<file path="src/rtl/md_sequencer.sv">
// md_sequencer: iterative multiply/divide sequencer for ALU codes 1100-1111
//   (shift-add multiplier / restoring divider, one bit per cycle, sign fix inside).
// Latency: done pulses WIDTH+2 edges after accept (2 edges for divide-by-zero).
// Backpressure: busy stalls the pipeline; start outside IDLE is dropped, abort cancels.
//
// Optional build macro MD_EARLY_TERM_EN: multiplies leave CALC as soon as the
// remaining multiplier bits are all zero (variable latency, identical results).
//
// Ports:
//   clk, rst_n        clock, asynchronous active-low reset
//   start, alu_ctrl   request and operation (1100 umul, 1101 udiv, 1110 smul, 1111 sdiv)
//   op_a, op_b        multiplicand/dividend, multiplier/divisor
//   abort             pipeline flush, cancels an operation in flight
//   busy, done        stall indication and one-cycle completion pulse
//   div_by_zero       sticky until the next accepted start
//   hi, lo            product high/low, or remainder/quotient
module md_sequencer #(
   parameter int WIDTH = 32
) (
   input  logic             clk,
   input  logic             rst_n,
   input  logic             start,
   input  logic [3:0]       alu_ctrl,
   input  logic [WIDTH-1:0] op_a,
   input  logic [WIDTH-1:0] op_b,
   input  logic             abort,
   output logic             busy,
   output logic             done,
   output logic             div_by_zero,
   output logic [WIDTH-1:0] hi,
   output logic [WIDTH-1:0] lo
);

   localparam int CNT_W = $clog2(WIDTH) + 1;
   localparam logic [CNT_W-1:0] CNT_INIT = CNT_W'(WIDTH);
   localparam logic [CNT_W-1:0] CNT_ONE  = CNT_W'(1);

   localparam logic [1:0] S_IDLE = 2'd0;
   localparam logic [1:0] S_PREP = 2'd1;
   localparam logic [1:0] S_CALC = 2'd2;
   localparam logic [1:0] S_FIX  = 2'd3;

   logic [1:0]       state;
   logic [CNT_W-1:0] cnt;
   logic [WIDTH-1:0] a_q, b_q;
   logic             is_div, is_signed;
   logic             sign_q, sign_r, dbz;
   // acc: upper product half / partial remainder
   // mq : multiplier shifting out, product low half / dividend shifting into quotient
   // dvsr: multiplicand or divisor magnitude
   logic [WIDTH-1:0] acc, mq, dvsr;

   // operand magnitudes for PREP
   logic             a_neg, b_neg;
   logic [WIDTH-1:0] a_abs, b_abs;

   always_comb begin
      a_neg = is_signed & a_q[WIDTH-1];
      b_neg = is_signed & b_q[WIDTH-1];
      a_abs = a_neg ? (~a_q + 1'b1) : a_q;
      b_abs = b_neg ? (~b_q + 1'b1) : b_q;
   end

   // one multiply iteration: conditional add, then shift {carry, acc, mq} right
   logic [WIDTH:0]   mul_sum;
   logic [WIDTH-1:0] mul_acc_n, mul_mq_n;

   always_comb begin
      mul_sum   = {1'b0, acc} + {1'b0, (mq[0] ? dvsr : {WIDTH{1'b0}})};
      mul_acc_n = mul_sum[WIDTH:1];
      mul_mq_n  = {mul_sum[0], mq[WIDTH-1:1]};
   end

   // one restoring-divide iteration; the shifted remainder may carry a bit
   // above WIDTH, but then it is >= divisor and the WIDTH-bit difference fits.
   logic [WIDTH:0]   rem_sh;
   logic [WIDTH-1:0] div_diff, div_rem_n, div_quo_n;
   logic             div_ok;

   always_comb begin
      rem_sh    = {acc, mq[WIDTH-1]};
      div_ok    = (rem_sh >= {1'b0, dvsr});
      div_diff  = rem_sh[WIDTH-1:0] - dvsr;
      div_rem_n = div_ok ? div_diff : rem_sh[WIDTH-1:0];
      div_quo_n = {mq[WIDTH-2:0], div_ok};
   end

   // next CALC values and exit decision
   logic [WIDTH-1:0] calc_acc, calc_mq;
   logic             calc_done;
`ifdef MD_EARLY_TERM_EN
   logic [CNT_W-1:0] rem_cnt;
   logic [WIDTH-1:0] rem_mask;
`endif

   always_comb begin
      calc_acc  = is_div ? div_rem_n : mul_acc_n;
      calc_mq   = is_div ? div_quo_n : mul_mq_n;
      calc_done = (cnt == CNT_ONE);
`ifdef MD_EARLY_TERM_EN
      // low rem_cnt bits of mul_mq_n are the multiplier bits not yet consumed;
      // if they are all zero the rest of the run is pure shifting.
      rem_cnt  = cnt - CNT_ONE;
      rem_mask = ~({WIDTH{1'b1}} << rem_cnt);
      if (!is_div && ((mul_mq_n & rem_mask) == {WIDTH{1'b0}})) begin
         {calc_acc, calc_mq} = {mul_acc_n, mul_mq_n} >> rem_cnt;
         calc_done = 1'b1;
      end
`endif
   end

   // sign post-correction
   logic [2*WIDTH-1:0] prod_fix;
   logic [WIDTH-1:0]   quot_fix, rem_fix;

   always_comb begin
      prod_fix = sign_q ? (~{acc, mq} + 1'b1) : {acc, mq};
      quot_fix = sign_q ? (~mq + 1'b1) : mq;
      rem_fix  = sign_r ? (~acc + 1'b1) : acc;
   end

   always_ff @(posedge clk or negedge rst_n) begin
      if (!rst_n) begin
         state       <= S_IDLE;
         cnt         <= '0;
         a_q         <= '0;
         b_q         <= '0;
         is_div      <= 1'b0;
         is_signed   <= 1'b0;
         sign_q      <= 1'b0;
         sign_r      <= 1'b0;
         dbz         <= 1'b0;
         acc         <= '0;
         mq          <= '0;
         dvsr        <= '0;
         busy        <= 1'b0;
         done        <= 1'b0;
         div_by_zero <= 1'b0;
         hi          <= '0;
         lo          <= '0;
      end else begin
         done <= 1'b0;
         if (abort && (state != S_IDLE)) begin
            // flush wins over everything, including completion in FIX
            state <= S_IDLE;
            busy  <= 1'b0;
         end else begin
            case (state)
               S_IDLE: begin
                  if (start && (alu_ctrl[3:2] == 2'b11)) begin
                     a_q         <= op_a;
                     b_q         <= op_b;
                     is_div      <= alu_ctrl[0];
                     is_signed   <= alu_ctrl[1];
                     busy        <= 1'b1;
                     div_by_zero <= 1'b0;
                     state       <= S_PREP;
                  end
               end
               S_PREP: begin
                  sign_q <= a_neg ^ b_neg;
                  sign_r <= a_neg;
                  acc    <= '0;
                  mq     <= is_div ? a_abs : b_abs;
                  dvsr   <= is_div ? b_abs : a_abs;
                  if (is_div && (b_q == {WIDTH{1'b0}})) begin
                     dbz   <= 1'b1;
                     state <= S_FIX;
                  end else begin
                     dbz   <= 1'b0;
                     cnt   <= CNT_INIT;
                     state <= S_CALC;
                  end
               end
               S_CALC: begin
                  acc <= calc_acc;
                  mq  <= calc_mq;
                  cnt <= cnt - CNT_ONE;
                  if (calc_done) state <= S_FIX;
               end
               S_FIX: begin
                  if (dbz) begin
                     lo          <= {WIDTH{1'b1}};
                     hi          <= a_q;
                     div_by_zero <= 1'b1;
                  end else if (is_div) begin
                     lo <= quot_fix;
                     hi <= rem_fix;
                  end else begin
                     {hi, lo} <= prod_fix;
                  end
                  done  <= 1'b1;
                  busy  <= 1'b0;
                  state <= S_IDLE;
               end
               default: state <= S_IDLE;
            endcase
         end
      end
   end

endmodule
</file>
<file path="config.mk">
export PLATFORM = sky130hd
export DESIGN_NAME = md_sequencer
export DESIGN_NICKNAME = d
export VERILOG_FILES = /design/src/rtl/md_sequencer.sv
export SDC_FILE = /design/constraint.sdc
export NUM_CORES = 1
export LEC_CHECK = 0
export ABC_AREA = 1
export BUFFER_PORTS_ARGS = -buffer_cell sky130_fd_sc_hd__buf_2
export CAP_MARGIN = 10
export CORE_MARGIN = 10
export CORE_UTILIZATION = 54
export CTS_CLUSTER_DIAMETER = 120
export CTS_CLUSTER_SIZE = 30
export DETAILED_ROUTE_END_ITERATION = 16
export HOLD_SLACK_MARGIN = 0.02
export MAX_ROUTING_LAYER = met4
export PLACE_DENSITY_LB_ADDON = 0.08
export SYNTH_ARGS = -nofsm -noshare
export SYNTH_HDL_FRONTEND = slang
export SYNTH_SLANG_ARGS = --single-unit
</file>
<file path="constraint.sdc">
create_clock -name clk -period 5.8 [get_ports clk]
set_input_delay 0.58 -clock clk [delete_from_list [all_inputs] [get_ports clk]]
set_output_delay 0.58 -clock clk [all_outputs]
set_load 0.01 [all_outputs]
</file>
==> results of run 1 <==
==> cells in the mapped netlist, drive strengths merged (25+ instances only) <==
master     n  share of area
nor2     434          0.083
ha        74          0.044
nand4     49          0.015
nand2   1172           0.21
buf       36         0.0090
o21ai    225          0.053
clkbuf    87          0.015
inv      458          0.081
a31oi     25         0.0074
o211ai    27         0.0096
xor2      51          0.021
nand3    346          0.083
dfrtp    240           0.28
a21oi    172          0.042
==> worst register-to-register path: cells and delay by family (launching register included) <==
family | cells | cell delay, ns
simple gates | 11 | 1.00
fa+ha+maj | 2 | 0.61
compound gates | 1 | 0.31
buf+inv | 3 | 0.28
flops | 1 | 1.18
==> state kept, by name (all words and copies together) (netlist names), 6 cells and up <==
register,cells
mq,32
cnt,6
hi,32
b_q,32
acc,32
lo,32
dvsr,32
a_q,32
==> power breakdown <==
group	switching, mW	internal [mW]
combinational	7.53	3.00
sequential	1.26	2.41
clock	0.660	0.443
total	9.46	5.85
==> final timing paths <==
path	startpoint	endpoint	slack, ns
setup / recovery	mq[0]	acc[29]	2.31
hold / removal	rst_n	dvsr[23]	0.12
setup reg to reg	mq[0]	acc[29]	2.31
hold reg to reg	hi[4]	hi[4]	0.49
max in group asynchronous	rst_n	is_div	4.25
min in group clk	op_b[29]	b_q[29]	0.23
==> per-layer routing <==
layer	routed length, microns	share of wire
met4	5327	0.058
met1	36650	0.40
met2	37950	0.41
met3	12600	0.14
met5	0	0
==> area by class of cell <==
cell class              instances  area (sq um)  share of cell area
flip-flops and latches        240          6010              0.2666
multi-input cells            2692         12870              0.5708
clock inverters                 6         80.08            0.003553
diodes                          1         2.502           0.0001110
inverters                     461          1732             0.07683
clock buffers                  13         325.3             0.01443
well taps                     518         648.1             0.02876
repair buffers                158         875.8             0.03886
==> cell families after synthesis <==
family | Yosys count
AND/OR/NAND/NOR | 2054
buffers and inverters | 584
AO/OA/AOI/OAI | 493
flip-flops | 240
adder cells (fa/ha/maj) | 76
XOR/XNOR | 69
==> through the flow <==
| step | setup WS (ns) | power, mW | cells | cell area [sq um] | utilization |
|---|---|---|---|---|---|
| global route | 2.024 | 16.23 | 4089 | 22540 | 0.5832 |
| global placement | 2.503 | 13.55 | 4069 | 22130 | 0.5727 |
| finish | 2.311 | 15.30 | 4089 | 22540 | 0.5832 |
| detailed placement | 2.443 | 13.65 | 4069 | 22130 | 0.5727 |
| CTS | 2.395 | 14.76 | 4088 | 22540 | 0.5831 |
| floorplan | 3.517 | 9.938 | 3516 | 21100 | - |
==> flow_summary.yaml, run 1 <==
sta:
  worstMarginPinSlew_ns: 1.230
  hold_slack_ns: 0.1246
  tns_ns: 0
  slew_violations: 0
  slew_headroom: 0.1803
  setup_viol: 0
  finalHoldViolations: 0
  fin_crit_sh: 0.6015
  fin_crit_ns: 3.489
  max_freq_ghz: 0.2866
  fin_skew_ns: 0.04982
  rsz0062_at_grt: "no"
detailed_routing:
  wl_per_cell_microns: 22.63
  drtIter0Drc: 3499
  dr_total_vias: 24602
  drt-total-wl_mm: 92.52
  viasPerCell: 6.017
  drc: 0
  firstDrtPassIters: 8
  ant_nets: 0
clocking:
  root_buffer: "clkbuf_16"
  numCtsBuffers: 13
  clk_latency_ns: 0.55
  h-tree-depth: 1
  cts_buffer_depth: 3
  tritoncts: "yes"
  cts-resized-gates: 0
  path_clk_slew_ns: 0.12
  cts_setup_buffers: 0
  clkSinkCount: 240
  holdBufCountCts: 0
placed_design:
  dp_hpwl_mm: 72.80
  gp_congestion: 1.148
  port_buffers: 138
die:
  die_area_sq_um: 47380
  die_height_microns: 217.7
  initial_core_util: 0.5460
  ioPinCount: 139
  die_w_microns: 217.7
  core-area_sq_um: 38650
  num_rows: 72
cells_and_area:
  areaGrowthSynthToFinish_pct: 6.813
  layout_commonest_cell: "nand2_1"
  nets: 3714
  nFillCells: 3898
  drive_gt1_frac: 0.06975
  final_cell_mix: "nand2_1, inv_1, nor2_1"
setup_path:
  r2r_cells: 17
  path_delay_family: "flip-flops"
  path_depth: 17
  cp_num_buf_inv: 3
  critPathSlowestCell: "dfrtp_1"
  crit_path_frequent_cell: "nand2_1"
  critPathKind: "reg -> reg"
  cp.arrival_ns: 3.90
  start_kind: "register"
  cp-end-kind: "register"
  slowest_delay_ns: 1.18
  crit_chain: "nand2_1 > inv_1 > ha_1 > inv_1 > fa_1 > inv_1 > nand2_1 > o21ai_1 > nand2_1 > nand2_1 > nand2_1 > nand2_1 > nand2_1 > nand3_1 > nand3_1 > nand3_1 > nand2_1"
  worstPathRequired_ns: 6.21
  crit_fanout: 33
yosys:
  ys_ff_latch: 240
  synth_edf_count: 0
  avgSynthCellArea_sq_um: 6.002
  yosys_warnings: 0
  synthDistinctLibCells: 46
  syn_inst: 3516
  synth_fa_ha_area_frac: 0.04578
  synth_ff_type: "dfrtp_1"
  synth-compound-area-share: 0.1273
  muxShareOfSynthArea: 0
  synth_top_family_by_area: "simple AND/OR/NAND/NOR gates"
  syn_area_sq_um: 21100
  synth_nets: 3664
  synth-xor-area-share: 0.02864
  ys_seq_area_frac: 0.2846
  yosys.area_share.simple: 0.4072
  synthArstFlopShare: 1.000
global_routing:
  use_met2: 0.5426
  grt_pass1_vias: 22718
  grt_busiest_layer: "met2"
  antenna_found_initial: 1
  grt_max_degree: 132
  grtUsageTotal: 0.3894
  grt_pass1_wl_mm: 137.3
  gr-total-overflow: 0
  use_met3: 0.1075
  grtUsageMet1: 0.5108
run_status:
  status: "finished clean"
flow_run:
  maxCapViolCount: 0
pwr:
  ir_worst_vdd_mv: 0.4396
  power_leakage_nw: 11.78
  power.density_nw_per_um2: 679.0
worst_hold_path:
  worstHoldPathType: "in -> async"
No activity file was read; power rests on OpenSTA's default activity.
==> run 2: changes to the inputs <==
- clock period: 5.8 -> 3.39 ns (I/O delays scaled with it)
==> flow_summary.yaml, run 2 (synthesis results as in run 1) <==
die:
  die_area_sq_um: 47380
  initial_core_util: 0.5460
  die_height_microns: 217.7
  ioPinCount: 139
  num_rows: 72
  core-area_sq_um: 38650
  die_w_microns: 217.7
setup_path:
  crit_fanout: 23
  critPathSlowestCell: "dfrtp_1"
  r2r_cells: 14
  reg2reg_to: "hi[28]"
  r2r_setup_slack_ns: 0.32
  slowest_delay_ns: 0.38
  r2r_start: "mq[0]"
  crit_chain: "buf_4 > inv_2 > ha_1 > nand2_2 > nor2_4 > nand3_1 > nor2_1 > nand4_1 > nand2_1 > nand2_1 > nand2_1 > nand3_1 > nand2_1 > nand2_1"
  critPathKind: "reg -> reg"
  worstPathRequired_ns: 3.84
  cp-end-kind: "register"
  cp.arrival_ns: 3.52
  start_kind: "register"
  crit_path_frequent_cell: "nand2_1"
detailed_routing:
  drt-total-wl_mm: 96.19
  ant_nets: 0
  drtIter0Drc: 4150
  drc: 0
  viasPerCell: 6.119
  wl_per_cell_microns: 23.03
  firstDrtPassIters: 8
  dr_total_vias: 25557
cells_and_area:
  fin_util: 0.6040
  final_cell_mix: "nand2_1, inv_1, nor2_1"
  drive_gt1_frac: 0.07903
  layout_commonest_cell: "nand2_1"
  areaGrowthSynthToFinish_pct: 10.61
  nets: 3801
placed_design:
  port_buffers: 138
  dp_hpwl_mm: 74.31
  gp_congestion: 1.161
global_routing:
  grt_pass1_vias: 23314
  antenna_found_initial: 3
  grt_max_degree: 99
  grt_pass1_wl_mm: 142.3
  gr-total-overflow: 0
  grtUsageTotal: 0.4027
worst_hold_path:
  min_to: "b_q[4]"
  hold_start: "op_b[4]"
  whs_path_depth: 3
  worstHoldPathType: "in -> reg"
sta:
  fin_crit_ns: 3.068
  tns_ns: 0
  worstMarginPinSlew_ns: 0.9644
  slew_headroom: 0.3563
  rsz0062_at_grt: "no"
  setup_viol: 0
  finalHoldViolations: 0
  max_freq_ghz: 0.3260
  slew_violations: 0
  hold_slack_ns: 0.02020
  fin_skew_ns: 0.04210
  fin_crit_sh: 0.9050
clocking:
  tritoncts: "yes"
  clkSinkCount: 240
  root_buffer: "clkbuf_16"
  cts_setup_buffers: 0
  clk_latency_ns: 0.55
  path_clk_slew_ns: 0.13
  cts_buffer_depth: 3
  h-tree-depth: 1
  numCtsBuffers: 13
pwr:
  power_leakage_nw: 12.20
  power.density_nw_per_um2: 1147
  p_seq_frac: 0.221
  p_int_mw: 10.28
  swShare: 0.6163
  power_mw: 26.78
  combPwrFrac: 0.707
  ir_worst_vdd_mv: 0.7032
  switchingPower_mw: 16.50
  power.clock.fraction: 0.072
flow_run:
  maxCapViolCount: 0
run_status:
  status: "finished clean"
[run 2: power groups by stage]
stage | registers [mW] | clock network (mW) | logic (mW)
3_5_place_dp | 5.77 | 0 | 17.9
6_report | 5.91 | 1.94 | 18.9
4_1_cts | 5.72 | 1.92 | 18.0
3_3_place_gp | 5.73 | 0 | 17.7
2_1_floorplan | 5.23 | 0 | 11.8
5_1_grt | 5.94 | 2.01 | 20.3
[run 2: final cells by class]
cell class                 instances  area, sq um
fill                            3703        15310
multi-input combinational       2692        12860
sequential                       240         6010
tap                              518        648.1
timing repair buffer             245         1669
clock buffer                      14        339.1
clock inverter                     5        75.07
inverter                         461         1732
antenna                            2        5.005
[run 2: per-layer routing]
| metal | vias up | global-route usage | share of wire |
|---|---|---|---|
| met3 | 346 | 0.1205 | 0.14 |
| met5 | - | - | 0 |
| met2 | 1904 | 0.5610 | 0.41 |
| met1 | 11828 | 0.5195 | 0.39 |
| li1 | 11479 | - | - |
| met4 | 0 | 0.2032 | 0.062 |
[run 2: through the flow]
stage / worst slack (ns) / instance area (sq um) / std cells
2_1_floorplan: 1.107 / 21100 / 3516
3_3_place_gp: 0.5595 / 22460 / 4110
3_5_place_dp: 0.5195 / 22460 / 4110
4_1_cts: 0.5120 / 23340 / 4175
5_1_grt: 0.2605 / 23340 / 4177
6_report: 0.3221 / 23340 / 4177
[run 2: worst max-delay path by stage]
stage	startpoint	endpoint	slack (ns)
floorplan	mq[0]	acc[29]	1.11
global placement	mq[0]	hi[28]	0.56
detailed placement	mq[0]	hi[28]	0.52
CTS	mq[0]	acc[11]	0.51
global route	mq[0]	hi[28]	0.26
finish	mq[0]	hi[28]	0.32
[run 2: worst max-delay path, delay by kind of cell, from the launching register on]
kind | cells | cell delay [ns]
DFF | 1 | 0.38
and+or+nand+nor | 11 | 1.77
buffers and inverters | 2 | 0.50
adders and majority gates | 1 | 0.30
[run 2: repair_timing]
| item | CTS | global route |
|---|---|---|
| hold buffers | 46 | 0 |
| gates resized for setup | 0 | 0 |
| hold endpoints to repair | 139 | 0 |
